## src/rtl/note_sequencer_pkg.sv

```systemverilog
// note_sequencer shared definitions: FSM state encoding, rest marker
// and event entry layout {note[3:0], octave[1:0], dur[DUR_W-1:0]}.
package note_sequencer_pkg;

    typedef enum logic [1:0] {
        ST_IDLE  = 2'd0,
        ST_REC   = 2'd1,
        ST_FETCH = 2'd2,
        ST_PLAY  = 2'd3
    } seq_state_e;

    localparam logic [3:0] REST_NOTE = 4'hF;
    localparam logic [1:0] REST_OCT  = 2'd0;

    localparam int NOTE_W    = 4;
    localparam int OCT_W     = 2;
    // Header bits ahead of the duration field in every entry.
    localparam int ENT_HDR_W = NOTE_W + OCT_W;

endpackage

```

## src/rtl/note_event_ram.sv

```systemverilog
// note_event_ram: single-port synchronous RAM, registered read.
// Ports: clk, we_i, addr_i, wdata_i -> rdata_o (one cycle later).
module note_event_ram #(
    parameter int DEPTH  = 16,
    parameter int ADDR_W = 4,
    parameter int DATA_W = 14
) (
    input  logic              clk,
    input  logic              we_i,
    input  logic [ADDR_W-1:0] addr_i,
    input  logic [DATA_W-1:0] wdata_i,
    output logic [DATA_W-1:0] rdata_o
);

    logic [DATA_W-1:0] mem [DEPTH];

    // No reset on storage or read register so it maps onto block RAM.
    always_ff @(posedge clk) begin
        if (we_i) begin
            mem[addr_i] <= wdata_i;
        end
        rdata_o <= mem[addr_i];
    end

endmodule

```

## src/rtl/note_sequencer.sv

```systemverilog
// note_sequencer: records key events with tick timing, replays them.
// In: rec_en, play_start/stop, note_press/release, note_in, octave_in.
// Out: out_note/out_octave/out_gate, busy, full, count, state.
module note_sequencer
    import note_sequencer_pkg::*;
#(
    parameter int DEPTH    = 16,
    parameter int ADDR_W   = 4,
    parameter int DUR_W    = 8,
    parameter int TICK_DIV = 500000
) (
    input  logic              clk,
    input  logic              reset,
    input  logic              rec_en,
    input  logic              play_start,
    input  logic              play_stop,
    input  logic              note_press,
    input  logic              note_release,
    input  logic [3:0]        note_in,
    input  logic [1:0]        octave_in,
    output logic [3:0]        out_note,
    output logic [1:0]        out_octave,
    output logic              out_gate,
    output logic              busy,
    output logic              full,
    output logic [ADDR_W:0]   count,
    output logic [1:0]        state
);

    localparam int ENT_W = ENT_HDR_W + DUR_W;
    localparam int PS_W  = $clog2(TICK_DIV + 1);

    localparam logic [PS_W-1:0]   PS_LAST  = PS_W'(TICK_DIV - 1);
    localparam logic [PS_W-1:0]   PS_ONE   = PS_W'(1);
    localparam logic [DUR_W-1:0]  DUR_MAX  = '1;
    localparam logic [DUR_W-1:0]  DUR_ONE  = DUR_W'(1);
    localparam logic [ADDR_W:0]   CNT_FULL = (ADDR_W + 1)'(DEPTH);
    localparam logic [ADDR_W:0]   CNT_ONE  = (ADDR_W + 1)'(1);
    localparam logic [ADDR_W-1:0] ADR_ONE  = ADDR_W'(1);

    seq_state_e        state_q, state_d;
    logic [ADDR_W:0]   count_q, count_d;
    logic [ADDR_W-1:0] rd_addr_q, rd_addr_d, ram_addr;
    logic [PS_W-1:0]   presc_q, presc_d;
    logic              open_q, open_d;
    logic [3:0]        note_q, note_d;
    logic [1:0]        oct_q, oct_d;
    logic [DUR_W-1:0]  dur_q, dur_d;
    logic [DUR_W-1:0]  gap_q, gap_d;
    logic [DUR_W-1:0]  rem_q, rem_d;
    logic [3:0]        onote_q, onote_d;
    logic [1:0]        ooct_q, ooct_d;
    logic              gate_q, gate_d;

    logic              tick, is_last, expire, full_w;
    logic              we, ram_we;
    logic [ENT_W-1:0]  wdata, rdata, close_ent;
    logic [3:0]        rd_note;
    logic [1:0]        rd_oct;
    logic [DUR_W-1:0]  rd_dur;

    assign tick      = (presc_q == PS_LAST);
    assign full_w    = (count_q == CNT_FULL);
    assign is_last   = ({1'b0, rd_addr_q} == count_q - CNT_ONE);
    assign expire    = tick && (rem_q <= DUR_ONE);
    assign {rd_note, rd_oct, rd_dur} = rdata;
    // A note always lasts at least one tick once stored.
    assign close_ent = {note_q, oct_q, (dur_q == '0) ? DUR_ONE : dur_q};
    assign ram_we    = we && !full_w;
    // Reads use the next address so data is ready during FETCH.
    assign ram_addr  = (state_q == ST_REC) ? count_q[ADDR_W-1:0]
                                           : rd_addr_d;

    note_event_ram #(
        .DEPTH  (DEPTH),
        .ADDR_W (ADDR_W),
        .DATA_W (ENT_W)
    ) u_ram (
        .clk     (clk),
        .we_i    (ram_we),
        .addr_i  (ram_addr),
        .wdata_i (wdata),
        .rdata_o (rdata)
    );

    always_ff @(posedge clk or negedge reset) begin
        if (!reset) begin
            state_q   <= ST_IDLE;
            count_q   <= '0;
            rd_addr_q <= '0;
            presc_q   <= '0;
            open_q    <= 1'b0;
            note_q    <= '0;
            oct_q     <= '0;
            dur_q     <= '0;
            gap_q     <= '0;
            rem_q     <= '0;
            onote_q   <= '0;
            ooct_q    <= '0;
            gate_q    <= 1'b0;
        end else begin
            state_q   <= state_d;
            count_q   <= count_d;
            rd_addr_q <= rd_addr_d;
            presc_q   <= presc_d;
            open_q    <= open_d;
            note_q    <= note_d;
            oct_q     <= oct_d;
            dur_q     <= dur_d;
            gap_q     <= gap_d;
            rem_q     <= rem_d;
            onote_q   <= onote_d;
            ooct_q    <= ooct_d;
            gate_q    <= gate_d;
        end
    end

    always_comb begin
        state_d = state_q;
        unique case (state_q)
            ST_IDLE: begin
                if (rec_en) begin
                    state_d = ST_REC;
                end else if (play_start && count_q != '0) begin
                    state_d = ST_FETCH;
                end
            end
            ST_REC: begin
                if (!rec_en) begin
                    state_d = ST_IDLE;
                end
            end
            ST_FETCH: begin
                state_d = play_stop ? ST_IDLE : ST_PLAY;
            end
            ST_PLAY: begin
                if (play_stop) begin
                    state_d = ST_IDLE;
                end else if (expire) begin
                    state_d = is_last ? ST_IDLE : ST_FETCH;
                end
            end
            default: state_d = ST_IDLE;
        endcase
    end

    always_comb begin
        count_d   = count_q;
        rd_addr_d = rd_addr_q;
        presc_d   = tick ? '0 : presc_q + PS_ONE;
        open_d    = open_q;
        note_d    = note_q;
        oct_d     = oct_q;
        dur_d     = dur_q;
        gap_d     = gap_q;
        rem_d     = rem_q;
        onote_d   = onote_q;
        ooct_d    = ooct_q;
        gate_d    = gate_q;
        we        = 1'b0;
        wdata     = close_ent;

        if (tick && open_q && dur_q != DUR_MAX) begin
            dur_d = dur_q + DUR_ONE;
        end
        if (tick && !open_q && gap_q != DUR_MAX) begin
            gap_d = gap_q + DUR_ONE;
        end

        unique case (state_q)
            ST_IDLE: begin
                if (rec_en) begin
                    count_d = '0;
                    open_d  = 1'b0;
                    gap_d   = '0;
                end else if (play_start && count_q != '0) begin
                    rd_addr_d = '0;
                end
            end
            ST_REC: begin
                if (!rec_en) begin
                    we     = open_q;
                    open_d = 1'b0;
                end else if (note_press) begin
                    // Silence before this press is stored as a rest,
                    // but only after a previous note closed.
                    if (open_q) begin
                        we = 1'b1;
                    end else if (count_q != '0 && gap_q != '0) begin
                        we    = 1'b1;
                        wdata = {REST_NOTE, REST_OCT, gap_q};
                    end
                    open_d  = 1'b1;
                    note_d  = note_in;
                    oct_d   = octave_in;
                    dur_d   = '0;
                    presc_d = '0;
                end else if (note_release && open_q) begin
                    we     = 1'b1;
                    open_d = 1'b0;
                    gap_d  = '0;
                end
            end
            ST_FETCH: begin
                if (play_stop) begin
                    gate_d = 1'b0;
                end else begin
                    onote_d = rd_note;
                    ooct_d  = rd_oct;
                    gate_d  = (rd_note != REST_NOTE);
                    rem_d   = rd_dur;
                    presc_d = '0;
                end
            end
            ST_PLAY: begin
                if (play_stop) begin
                    gate_d = 1'b0;
                end else if (expire) begin
                    // Gate drops through FETCH so repeats retrigger.
                    gate_d = 1'b0;
                    if (!is_last) begin
                        rd_addr_d = rd_addr_q + ADR_ONE;
                    end
                end else if (tick) begin
                    rem_d = rem_q - DUR_ONE;
                end
            end
            default: gate_d = 1'b0;
        endcase

        if (ram_we) begin
            count_d = count_q + CNT_ONE;
        end
    end

    assign out_note   = onote_q;
    assign out_octave = ooct_q;
    assign out_gate   = gate_q;
    assign busy       = (state_q != ST_IDLE);
    assign full       = full_w;
    assign count      = count_q;
    assign state      = state_q;

endmodule

```

## config.mk

```make
export PLATFORM = sky130hd
export DESIGN_NAME = note_sequencer
export DESIGN_NICKNAME = d
export VERILOG_FILES = /design/src/rtl/note_sequencer_pkg.sv /design/src/rtl/note_event_ram.sv /design/src/rtl/note_sequencer.sv
export SDC_FILE = /design/constraint.sdc
export NUM_CORES = 1
export LEC_CHECK = 0
export ABC_CLOCK_PERIOD_IN_PS = 4800
export CORE_MARGIN = 2
export CORE_UTILIZATION = 42
export CTS_CLUSTER_SIZE = 25
export DETAILED_ROUTE_END_ITERATION = 8
export DONT_BUFFER_PORTS = 1
export SLEW_MARGIN = 20
export SYNTH_ARGS = -nofsm -noshare
export SYNTH_HDL_FRONTEND = slang
export SYNTH_SLANG_ARGS = --single-unit
```

## constraint.sdc

```tcl
create_clock -name clk -period 4.8 [get_ports clk]
set_input_delay 0.24 -clock clk [delete_from_list [all_inputs] [get_ports clk]]
set_output_delay 0.24 -clock clk [all_outputs]
set_load 0.01 [all_outputs]
```

; Yosys cells after proc, flatten, opt, wreduce, memory -nomap -nowiden
; Memories as Yosys holds them, arrays and structs flattened. A register that Yosys moved wholly into a read port is not among the register bits.
; Cells that the tools add are included.
[word_totals]
reg_bits = 68
ramBits = 224
in_bits = 13
out_inout_bits = 16
word_cells = 129
mem_count = 1
[op_classes]
n_addsub = 7
magnitude_cmp = 1
n_eq_ne = 18
mux = 61
n_bitwise = 1
reduce_logical = 27
[mem_list]
columns = memory, depth, word_bits, rd, rd_clocked_by_memory_dff, write_ports, line
row1 = u_ram.mem, 16, 14, 1, 1, 1, note_event_ram.sv:15  ; logic [DATA_W-1:0] mem [DEPTH];
[ops]
columns = op, count
row1 = 8-bit 2-to-1 mux, 14
row2 = 19-bit 2-to-1 mux, 4
row3 = 14-bit 2-to-1 mux, 5
row4 = 19-bit case mux with 2 select lines, 1
row5 = 8-bit case mux with 2 select lines, 2
row6 = 4-bit 2-to-1 mux, 6
row7 = 19-bit by 1-bit adder with 19-bit output (second input constant), 1
row8 = 19-bit == test (second input constant), 1
row9 = 8-bit by 1-bit adder with 8-bit output (second input constant), 2
row10 = 8-bit inequality test (second input constant), 2
row11 = 1-bit 2-to-1 mux, 15
row12 = 5-bit 2-to-1 mux, 3
row13 = 2-bit 2-to-1 mux, 7
row14 = 2-bit inequality test (second input constant), 6
row15 = 2-bit nonzero test, 5
row16 = 1-bit logical AND, 9
row17 = 3-bit AND reduction, 3
row18 = 8-bit by 1-bit less-or-equal comparator with 1-bit output (second input constant), 1
row19 = 8-bit zero test, 1
row20 = 2-bit case mux with 4 select lines, 1
row21 = 4-bit case mux with 2 select lines, 1
row22 = 8-bit nonzero test, 1
row23 = 8-bit by 1-bit subtractor with 8-bit output (second input constant), 1
row24 = 3-bit inequality test (second input constant), 2
row25 = 16 further kinds, 21

; Longest topological paths before layout
; Gate-level depths: netlist of the first run.
[depth]
word_depth = 10
depth_mapped = 15
depth_no_buf = 11

; By module
; A second synthesis of the first run with hierarchy kept.
[hier_totals]
cells_unflattened = 838
hier_area_um2 = 12968.7
[by_module_without_submodules]
columns = mod, n_inst, cells_per_inst, area_each_um2, seq_area_each_um2
row1 = note_event_ram, 1, 381, 8857.2, 7006.7
row2 = note_sequencer, 1, 457, 4111.4, 1701.6

; Worst setup path after synthesis of the first run
; Ideal clock, no wire load.
[synth_timing]
path_type = reg-to-reg
start = register count_q[1], in the netlist count[1]
end = memory u_ram.mem[3][0] (enable)
setup_ns = 0.386
t_arrival_ns = 3.608
required_ns = 4.414
slack_ns = 0.806
path_stages_with_launch = 13
n_path_buf = 3
period_less_slack_ns = 3.994
cell_sequence = dfrtp_1 clkbuf_1 inv_1 ha_1 xor2_1 nand2_1 nor4_2 buf_2 o211ai_1 and2_1 clkbuf_1 or3_1 nor2b_1
[synth_between]
elab_chain_cells = 10
word_cells_on_any_way = 22
cone_classes = 1 x add/sub / 2 x eq/ne / 14 x mux / 5 x reduce/logical
[synth_lines]
columns = item, line
row1 = from (decl), note_sequencer.sv:42  ; logic [ADDR_W:0] count_q, count_d;
row2 = from (signal assigned), note_sequencer.sv:103  ; count_q <= count_d;
row3 = "parallel branches: the longest is 10 deep, another holds 5-bit by 1-bit subtractor with 5-bit output", n/a
row4 = to (decl), note_event_ram.sv:15
; Parallel ways; which one is timed is not known.

; Worst setup path in the final report of the first run
[layout_timing]
start = register count_q[1], in the netlist count[1]
end = register u_ram.rdata_o[12], read port of u_ram.mem
[layout_between]
elab_chain_cells = 7
word_cells_on_any_way = 11
cone_classes = 1 x add/sub / 1 x eq/ne / 7 x mux / 2 x reduce/logical
[layout_lines]
columns = item, line
row1 = 5-bit by 1-bit subtractor with 5-bit output, note_sequencer.sv:64  ; assign is_last = ({1'b0, rd_addr_q} == count_q - CNT_ONE);
row2 = 4-bit by 5-bit == test with 1-bit output, note_sequencer.sv:64
row3 = 4-bit 2-to-1 mux, note_sequencer.sv:221  ; if (!is_last) begin
row4 = 4-bit 2-to-1 mux, note_sequencer.sv:218  ; end else if (expire) begin
row5 = 4-bit 2-to-1 mux, note_sequencer.sv:216  ; if (play_stop) begin
row6 = 4-bit case mux with 2 select lines, note_sequencer.sv:170  ; unique case (state_q)
row7 = 4-bit 2-to-1 mux (*), note_sequencer.sv:71  ; assign ram_addr = (state_q == ST_REC) ? count_q[ADDR_W-1:0]
row8 = to (decl), note_event_ram.sv:12  ; output logic [DATA_W-1:0] rdata_o
; Every way passes the cells marked *; elsewhere a longest branch is shown, timed or not.
; A chain may end at the register's enable or synchronous reset.

==> results of run 1 <==
[layout by cell type (no fill, tap or decap), drive strengths merged, types with 3 or more instances in the layout]
cell	instances
a211oi	5
a21oi	22
a311oi	3
a31o	3
a31oi	3
and3	17
buf	42
clkbuf	47
clkinv	13
dfrtp	68
dfxtp	14
dlygate4sd3	10
edfxtp	224
ha	14
inv	60
mux2	69
mux2i	7
nand2	129
nand2b	7
nand3	52
nand3b	3
nand4	22
nor2	71
nor2b	9
nor3	8
nor3b	5
nor4	6
nor4b	3
o2111ai	42
o211ai	59
o21ai	116
o22ai	6
o31ai	9
or2	4
or3	9
or4	4
or4b	4
xnor2	11
xor2	23
[report_power, final]
group / total [W] / switching [W] / internal [W]
Sequential: 0.00361 / 0.000244 / 0.00337
Clock: 0.00248 / 0.00102 / 0.00146
Combinational: 0.00237 / 0.00162 / 0.000748
Total: 0.00846 / 0.00288 / 0.00558
[final cells by class]
| type | count | area (sq um) |
|---|---|---|
| well taps | 448 | 561 |
| fillers | 2890 | 17400 |
| clock inverters | 14 | 114 |
| inverters | 61 | 230 |
| repair buffers | 52 | 435 |
| clock buffers | 47 | 961 |
| flip-flops and latches | 306 | 8710 |
| multi-input cells | 766 | 5000 |
[worst max-delay path, cell delays in order, from the launching register on]
cell and delay, ns:
dfrtp_2 0.41, inv_1 0.10, ha_1 0.22, or4b_2 0.70
a21oi_1 0.48, nor2_1 0.18, o32ai_2 0.52, nor2_4 0.05
buf_4 0.39, nand2_1 0.18, a311oi_1 0.09, or4_1 0.54
[state kept, by name, summed over array words and instances (netlist names), 4 cells and up]
| signal | cells |
|---|---|
| out_note | 4 |
| u_ram.mem | 224 |
| gap_q | 8 |
| presc_q | 19 |
| note_q | 4 |
| rd_addr_q | 4 |
| count | 5 |
| dur_q | 8 |
| u_ram.rdata_o | 14 |
| rem_q | 8 |
[stage by stage]
step | area (sq um) | setup slack (ns) | power, W | utilization
floorplan | 14200 | 0.806 | 0.00515 | -
global placement | 14800 | 0.862 | 0.00597 | 0.443
detailed placement | 14800 | 0.838 | 0.00602 | 0.443
CTS | 16000 | 0.806 | 0.00852 | 0.479
global route | 16000 | 0.550 | 0.00890 | 0.479
finish | 16000 | 0.693 | 0.00846 | 0.479
[metal layers]
metal,global-route usage,vias up,part of all wire
met2,0.341,340,0.48
li1,-,4534,-
met5,0,-,0
met1,0.282,4931,0.43
met3,0.0369,71,0.064
met4,0.0772,0,0.032
[worst max-delay path by stage]
stage / startpoint / end / slack, ns / cells after the start
after global routing: count[3] / u_ram.rdata_o[12] / 0.55 / 9
final: count[1] / u_ram.rdata_o[12] / 0.69 / 11
after global placement: count[1] / u_ram.rdata_o[12] / 0.86 / 11
after CTS: count[1] / u_ram.rdata_o[12] / 0.81 / 11
after floorplan: count[1] / u_ram.mem[3][0] / 0.81 / 12
after detailed placement: count[1] / u_ram.rdata_o[12] / 0.84 / 11
[logic make-up after synthesis]
kind of cell / after synthesis / synth area share
adders and majority gates: 14 / 0.0123
buffers and inverters: 139 / 0.0390
muxes: 76 / 0.0596
xor gates and xnor gates: 34 / 0.0210
DFF: 306 / 0.613
and+or+nand+nor: 359 / 0.123
AOI/OAI and AO/OA: 283 / 0.133
==> summary.md, run 1 <==
| Metric | Value |
|---|---|
| Yosys reg bits | 306 |
| Placed insts | 1,622 |
| Hold worst-path end | open_q |
| Remaining antenna violation count | 0 |
| Synthesized instance count | 1,211 |
| Reg-to-reg slack, setup | a little under 0.7 ns |
| Crit path kind | reg -> reg |
| Peak supply drop | 0.440 mV |
| Chip height | 188 microns |
| Number of iterations in the first detailed-routing pass | 7 |
| Total track usage | 0.210 |
| Number of cells on the worst reg-to-reg path | 11 |
| Post-CTS Setup Repair Bufs | 0 |
| Number of global-route vias before repair | between 9,000 and 10,000 |
| Sequential share of the synthesized area | 0.613 |
| Critical path endpoint category | flip-flop |
| Total wire length | 36,800 microns |
| Die Area | 35,300 sq um |
| Primary FF master, synth | edfxtp_1 |
| FF-to-FF End | u_ram.rdata_o[12] |
| Vias | 9,876 |
| Setup TNS | 0 ns |
| ANT cells | 0 |
| Syn Area/Cell | 11.7 sq um |
| Critical Path AT | 4.48 ns |
| Status | finished clean |
| Final period util | 0.856 |
| DR WL/cell | ~22 microns |
| Final estimated routing congestion in global placement | about 0.81 |
| Share of synthesized registers carrying an async set or reset | 0.222 |
| Global-route wire length before repair | 56,800 microns |
| Yosys top cell area share | 0.473 |
| DR DRC count | 0 |
| Post-synth cell types | between 60 and 70 |
| IO Pins | 29 |
| Hold wc startpoint | note_release |
| Clk slew on worst S/H paths | roughly 0.06 ns |
| Fmax | 244 MHz |
| CP startpoint kind | flip-flop |
| Mapped cell area | 14,200 sq um |
| Final hold violation count | 0 |
| Max-cap violations | 0 |
| Core area | 33,400 sq um |
| Post-route insts no fill | 1,694 |
| Critical Path RT | 5.17 ns |
| CTS Buf Count | 34 |
| Worst Hold Path Cells | 3 |
| Largest net degree at the start of global routing | 84 |
| Tmin final | ~4 ns |
| HP Class | in -> reg |
| PostCTS Resize Cnt | 0 |
| CTS Hold Buffers Added | 11 |
| Setup Viol. Count Final | 0 |
| Synth cell count leaders | 224 x edfxtp_1, 128 x nand2_1, 115 x o21ai_0 |
| PwrDens | ~530 nW/um^2 |
| CTS tree | built |
| Count of flip-flops with a built-in enable after synthesis | 224 |
| Area leader, netlist | edfxtp_1 |
| Slew Viols, Final | 0 |
| Synth warn | 0 |
| WHS | 0.00923 ns |
| Initial antenna violation count | 0 |
| Dpl hpwl | approximately 23,000 microns |
| Clock Tree Buf Depth | 3 |
| Worst-Margin Slew | between 1 and 1.5 ns |
| Count leader, synth | edfxtp_1 |
| Layout cells sized above 1 | 0.153 |
| Routed vias/inst | slightly below 6 |
| Setup Skew | 0.0220 ns |
| RR Startpoint | count[1] |
| H-tree levels | 2 |
| LEAKAGE | approximately 5.6 nW |
| CTS sink count | a little over 300 |
| Area growth from synthesis to layout | 12.7% |
| RSZ-0062 raised after global routing | false |
| Cell row count | 67 |
| Skew-Pair Late Insertion Delay | about 0.51 ns |
| Synthesized Nets | 1,238 |
| Iter 0 DRT Violations | 911 |
| I/O Buffers | 0 |
| Die width | 188 microns |
| Overflow after GRT | 0 |
| Crit-path max FO | 79 |
| Root Buffer | clkbuf_16 |
| Total Nets Final | ~1,200 |
| Synth area leaders | edfxtp_1 47%, dfrtp_1 12%, mux2_2 5.5%, o21ai_0 4.0%, nand2_1 3.4% |
| Initial Util | 0.425 |
| Worst slew margin | 0.286 |
No activity file was read; power rests on OpenSTA's default activity.
==> run 2: changes to the inputs <==
Settings changed: ABC_AREA set to 1, CTS_CLUSTER_SIZE 25 to unset.
==> summary.md, run 2 <==
| Metric | Value |
|---|---|
| Status | finished clean |
| Critical path depth in cells | 19 (+8) |
| Synth warn | 0 (unchanged) |
| Worst slew margin | 0.474 (+0.188) |
| Largest regs | u_ram.mem: 224 flops, presc_q: 19 flops, u_ram.rdata_o: 14 flops |
| Fmax | 255 MHz (+4.9%) |
| CP startpoint kind | flip-flop |
| Global-route wire length before repair | 54,600 microns (-3.9%) |
| Count leader, synth | nand2_1 |
| Largest net degree at the start of global routing | 69 (-18%) |
| DR WL/cell | 16.9 microns (-22%) |
| Final Instance Area | 16,000 sq um (about the same) |
| Cells along the critical path | inv_1, ha_1, nand2_1, inv_1, nor2_1, nand3_1, nor2_1, nand2_1, nand3_2, nand2_1, o211ai_1, nand2_1, nand2_1, nand2_1, nand2_2, buf_4, nand3_1, nor2_1, buf_4 |
| Initial antenna violation count | 1 (+1) |
| Setup TNS | 0 ns (unchanged) |
| IO Pins | 29 (unchanged) |
| Post-CTS Setup Repair Bufs | 0 (unchanged) |
| Hold worst-path end | presc_q[16] |
| RR Startpoint | count[0] |
| PostCTS Resize Cnt | 0 (unchanged) |
| Yosys reg bits | 306 (unchanged) |
| Overflow after GRT | 0 (unchanged) |
| Primary FF master, synth | edfxtp_1 |
| Area leader, netlist | edfxtp_1 |
| Hold wc startpoint | rec_en |
| Placed Area | 14,700 sq um (-0.76%) |
| Reg-to-reg slack, setup | 0.88 ns (+0.19 ns) |
| Synthesized Nets | 1,555 (+26%) |
| Final hold violation count | 0 (unchanged) |
| Number of global-route vias before repair | 10,000 (+4.7%) |
| Clk slew on worst S/H paths | 0.06 ns (about the same) |
| CTS Buf Count | 35 (+2.9%) |
| Total track usage | 0.196 (-0.0138) |
| Critical path endpoint category | flip-flop |
| Crit path kind | reg -> reg |
| Commonest non-fill, non-tap cells in the layout | 616 x nand2_1, 224 x edfxtp_1, 145 x nand3_1 |
| Chip height | 188 microns (-0.23%) |
| Worst path slowest cell | dfrtp_1 |
| Setup Skew | 0.0221 ns (+0.000135 ns) |
| Worst setup margin | 0.884 ns (+0.190 ns) |
| Largest register FFs | 224 (unchanged) |
| Iter 0 DRT Violations | 783 (-14%) |
| LEAKAGE | 6.83 nW (+21%) |
| Final period util | 0.816 (-0.0397) |
| Fillcell total | 3,201 (+11%) |
| Synth cell count leaders | 618 x nand2_1, 224 x edfxtp_1, 145 x nand3_1 |
| Cell row count | 67 (unchanged) |
| Peak supply drop | 0.479 mV (+9.0%) |
| Initial Util | 0.424 (-0.000957) |
| Post-place setup slack | 0.907 ns (+0.0681 ns) |
| Syn Area/Cell | 9.26 sq um (-21%) |
| DR DRC count | 0 (unchanged) |
| CTS tree | built |
| FF-to-FF End | u_ram.mem[13][9] |
| Worst Hold Path Cells | 3 (unchanged) |
| Top cell by count, worst path | nand2_1 |
| Total wire length | 34,300 microns (-6.8%) |
| Placed insts | 1,953 (+20%) |
| Sequential share of the synthesized area | 0.616 (+0.00293) |
| Post-synth cell types | 47 (-31%) |
| Most common cell after layout, fill and taps aside | nand2_1 |
| Tmin final | 3.92 ns (-0.190 ns) |
| Clock Tree Buf Depth | 3 (unchanged) |
| Share of synthesized registers carrying an async set or reset | 0.222 (unchanged) |
| Routed vias/inst | 5.11 (-12%) |
| Synth area leaders | edfxtp_1 48%, nand2_1 16%, dfrtp_1 12%, nand3_1 5.1%, inv_1 2.9% |
| CTS sink count | 306 (unchanged) |
| Final Core Density | 0.480 (+0.000865) |
| Critical Path RT | 5.03 ns (-0.14 ns) |
| Critical path's top delay family | simple AND/OR/NAND/NOR gates |
| H-tree levels | 2 (unchanged) |
| Mapped cell area | 14,100 sq um (-0.48%) |
| RSZ-0062 raised after global routing | false |
| Die Area | 35,200 sq um (-0.47%) |
| Core area | 33,400 sq um (-0.25%) |
| CP bufs+invs | 4 (+2) |
| Number of iterations in the first detailed-routing pass | 7 (unchanged) |
| Post-route insts no fill | 2,026 (+20%) |
| Area growth from synthesis to layout | 13.1% |
| PwrDens | 731 nW/um^2 (+38%) |
| Worst-Margin Slew | 0.786 ns (-0.275 ns) |
| I/O Buffers | 0 (unchanged) |
| Max-cap violations | 0 (unchanged) |
| Delay of the slowest critical-path stage | 0.57 ns (-0.13 ns) |
| Count of flip-flops with a built-in enable after synthesis | 224 (unchanged) |
| Reg with most FFs | u_ram.mem |
| Number of cells on the worst reg-to-reg path | 19 (+8) |
| Total Nets Final | 1,579 (+27%) |
| Setup Viol. Count Final | 0 (unchanged) |
| Dpl hpwl | 22,100 microns (-4.5%) |
| Final estimated routing congestion in global placement | 0.890 (+9.2%) |
| Vias | 10,400 (+4.8%) |
| Layout cells sized above 1 | 0.0862 (-0.0671) |
| Root Buffer | clkbuf_16 |
| Crit-path max FO | 43 (-46%) |
| Skew-Pair Late Insertion Delay | 0.52 ns (about the same) |
| Remaining antenna violation count | 0 (unchanged) |
| Slew Viols, Final | 0 (unchanged) |
| HP Class | in -> reg |
| Critical Path AT | 4.14 ns (-0.34 ns) |
| Die width | 188 microns (-0.23%) |
| ANT cells | 0 (unchanged) |
| Synthesized instance count | 1,528 (+26%) |
| Yosys top cell area share | 0.476 (+0.00226) |
## run 2: changes by cell type after synthesis, sizes merged, moves of 42 or more
cell     change
inv         +66
mux2        -69
nand2      +495
nand3       +97
o2111ai     -42
o211ai      -53
o21ai       -67
## run 2: worst max-delay path by stage
stage | slack [ns] | start | endpoint
2_1_floorplan | 1.44 | count[0] | u_ram.mem[12][0]
3_3_place_gp | 0.95 | count[0] | u_ram.mem[13][4]
3_5_place_dp | 0.91 | count[0] | u_ram.mem[13][4]
4_1_cts | 0.89 | count[0] | u_ram.mem[13][9]
5_1_grt | 0.52 | count[0] | u_ram.mem[4][12]
6_report | 0.88 | count[0] | u_ram.mem[13][9]
## run 2: power by group
group | total, W | internal (W) | switching (W) | leakage, nW
clock | 0.00273 | 0.00168 | 0.00105 | 0.582
sequential | 0.00341 | 0.00324 | 0.000179 | 2.99
combinational | 0.00556 | 0.00154 | 0.00402 | 3.26
total | 0.0117 | 0.00645 | 0.00525 | 6.83
## run 2: cell families after synthesis
group,Yosys count,share of synthesized area
buffers and inverters,192,0.0593
XOR/XNOR,8,0.00495
flip-flops,306,0.616
AND/OR/NAND/NOR,909,0.267
AO/OA/AOI/OAI,99,0.0405
adder cells (fa/ha/maj),14,0.0124
## run 2: cell type report
type                            instances  area, sq um  area share
Clock inverter                         13          186      0.0116
Sequential cell                       306         8710       0.544
Timing Repair Buffer                   50          430      0.0269
Multi-Input combinational cell       1030         4630       0.289
Tap cell                              448          561      0.0350
Inverter                              129          487      0.0304
Clock buffer                           50         1000      0.0627
## run 2: stage by stage
stage	power [W]	hold slack (ns)
4_1_cts	0.0118	0.0910
3_5_place_dp	0.00898	-0.0540
3_3_place_gp	0.00896	-0.0541
5_1_grt	0.0126	0.130
6_report	0.0117	0.110
2_1_floorplan	0.00759	-0.0556
## run 2: what timing repair did
action / CTS / global route
setup endpoints to repair: 0 / 0
hold buffers: 10 / 0
hold endpoints to repair: 76 / 0
## run 2: per-layer routing
layer | track usage | up-vias | part of all wire
li1 | - | 5068 | -
met1 | 0.273 | 4964 | 0.45
met2 | 0.322 | 259 | 0.47
met3 | 0.0284 | 60 | 0.058
met4 | 0.0548 | 0 | 0.022
met5 | 0 | - | 0
## run 2: worst register-to-register path, stage by stage (launching register included)
cell and delay [ns]:
dfrtp_1 0.57, inv_1 0.14, ha_1 0.35, nand2_1 0.08, inv_1 0.04, nor2_1 0.08
nand3_1 0.08, nor2_1 0.09, nand2_1 0.11, nand3_2 0.12, nand2_1 0.06, o211ai_1 0.09
nand2_1 0.07, nand2_1 0.15, nand2_1 0.09, nand2_2 0.28, buf_4 0.51, nand3_1 0.25
nor2_1 0.27, buf_4 0.23
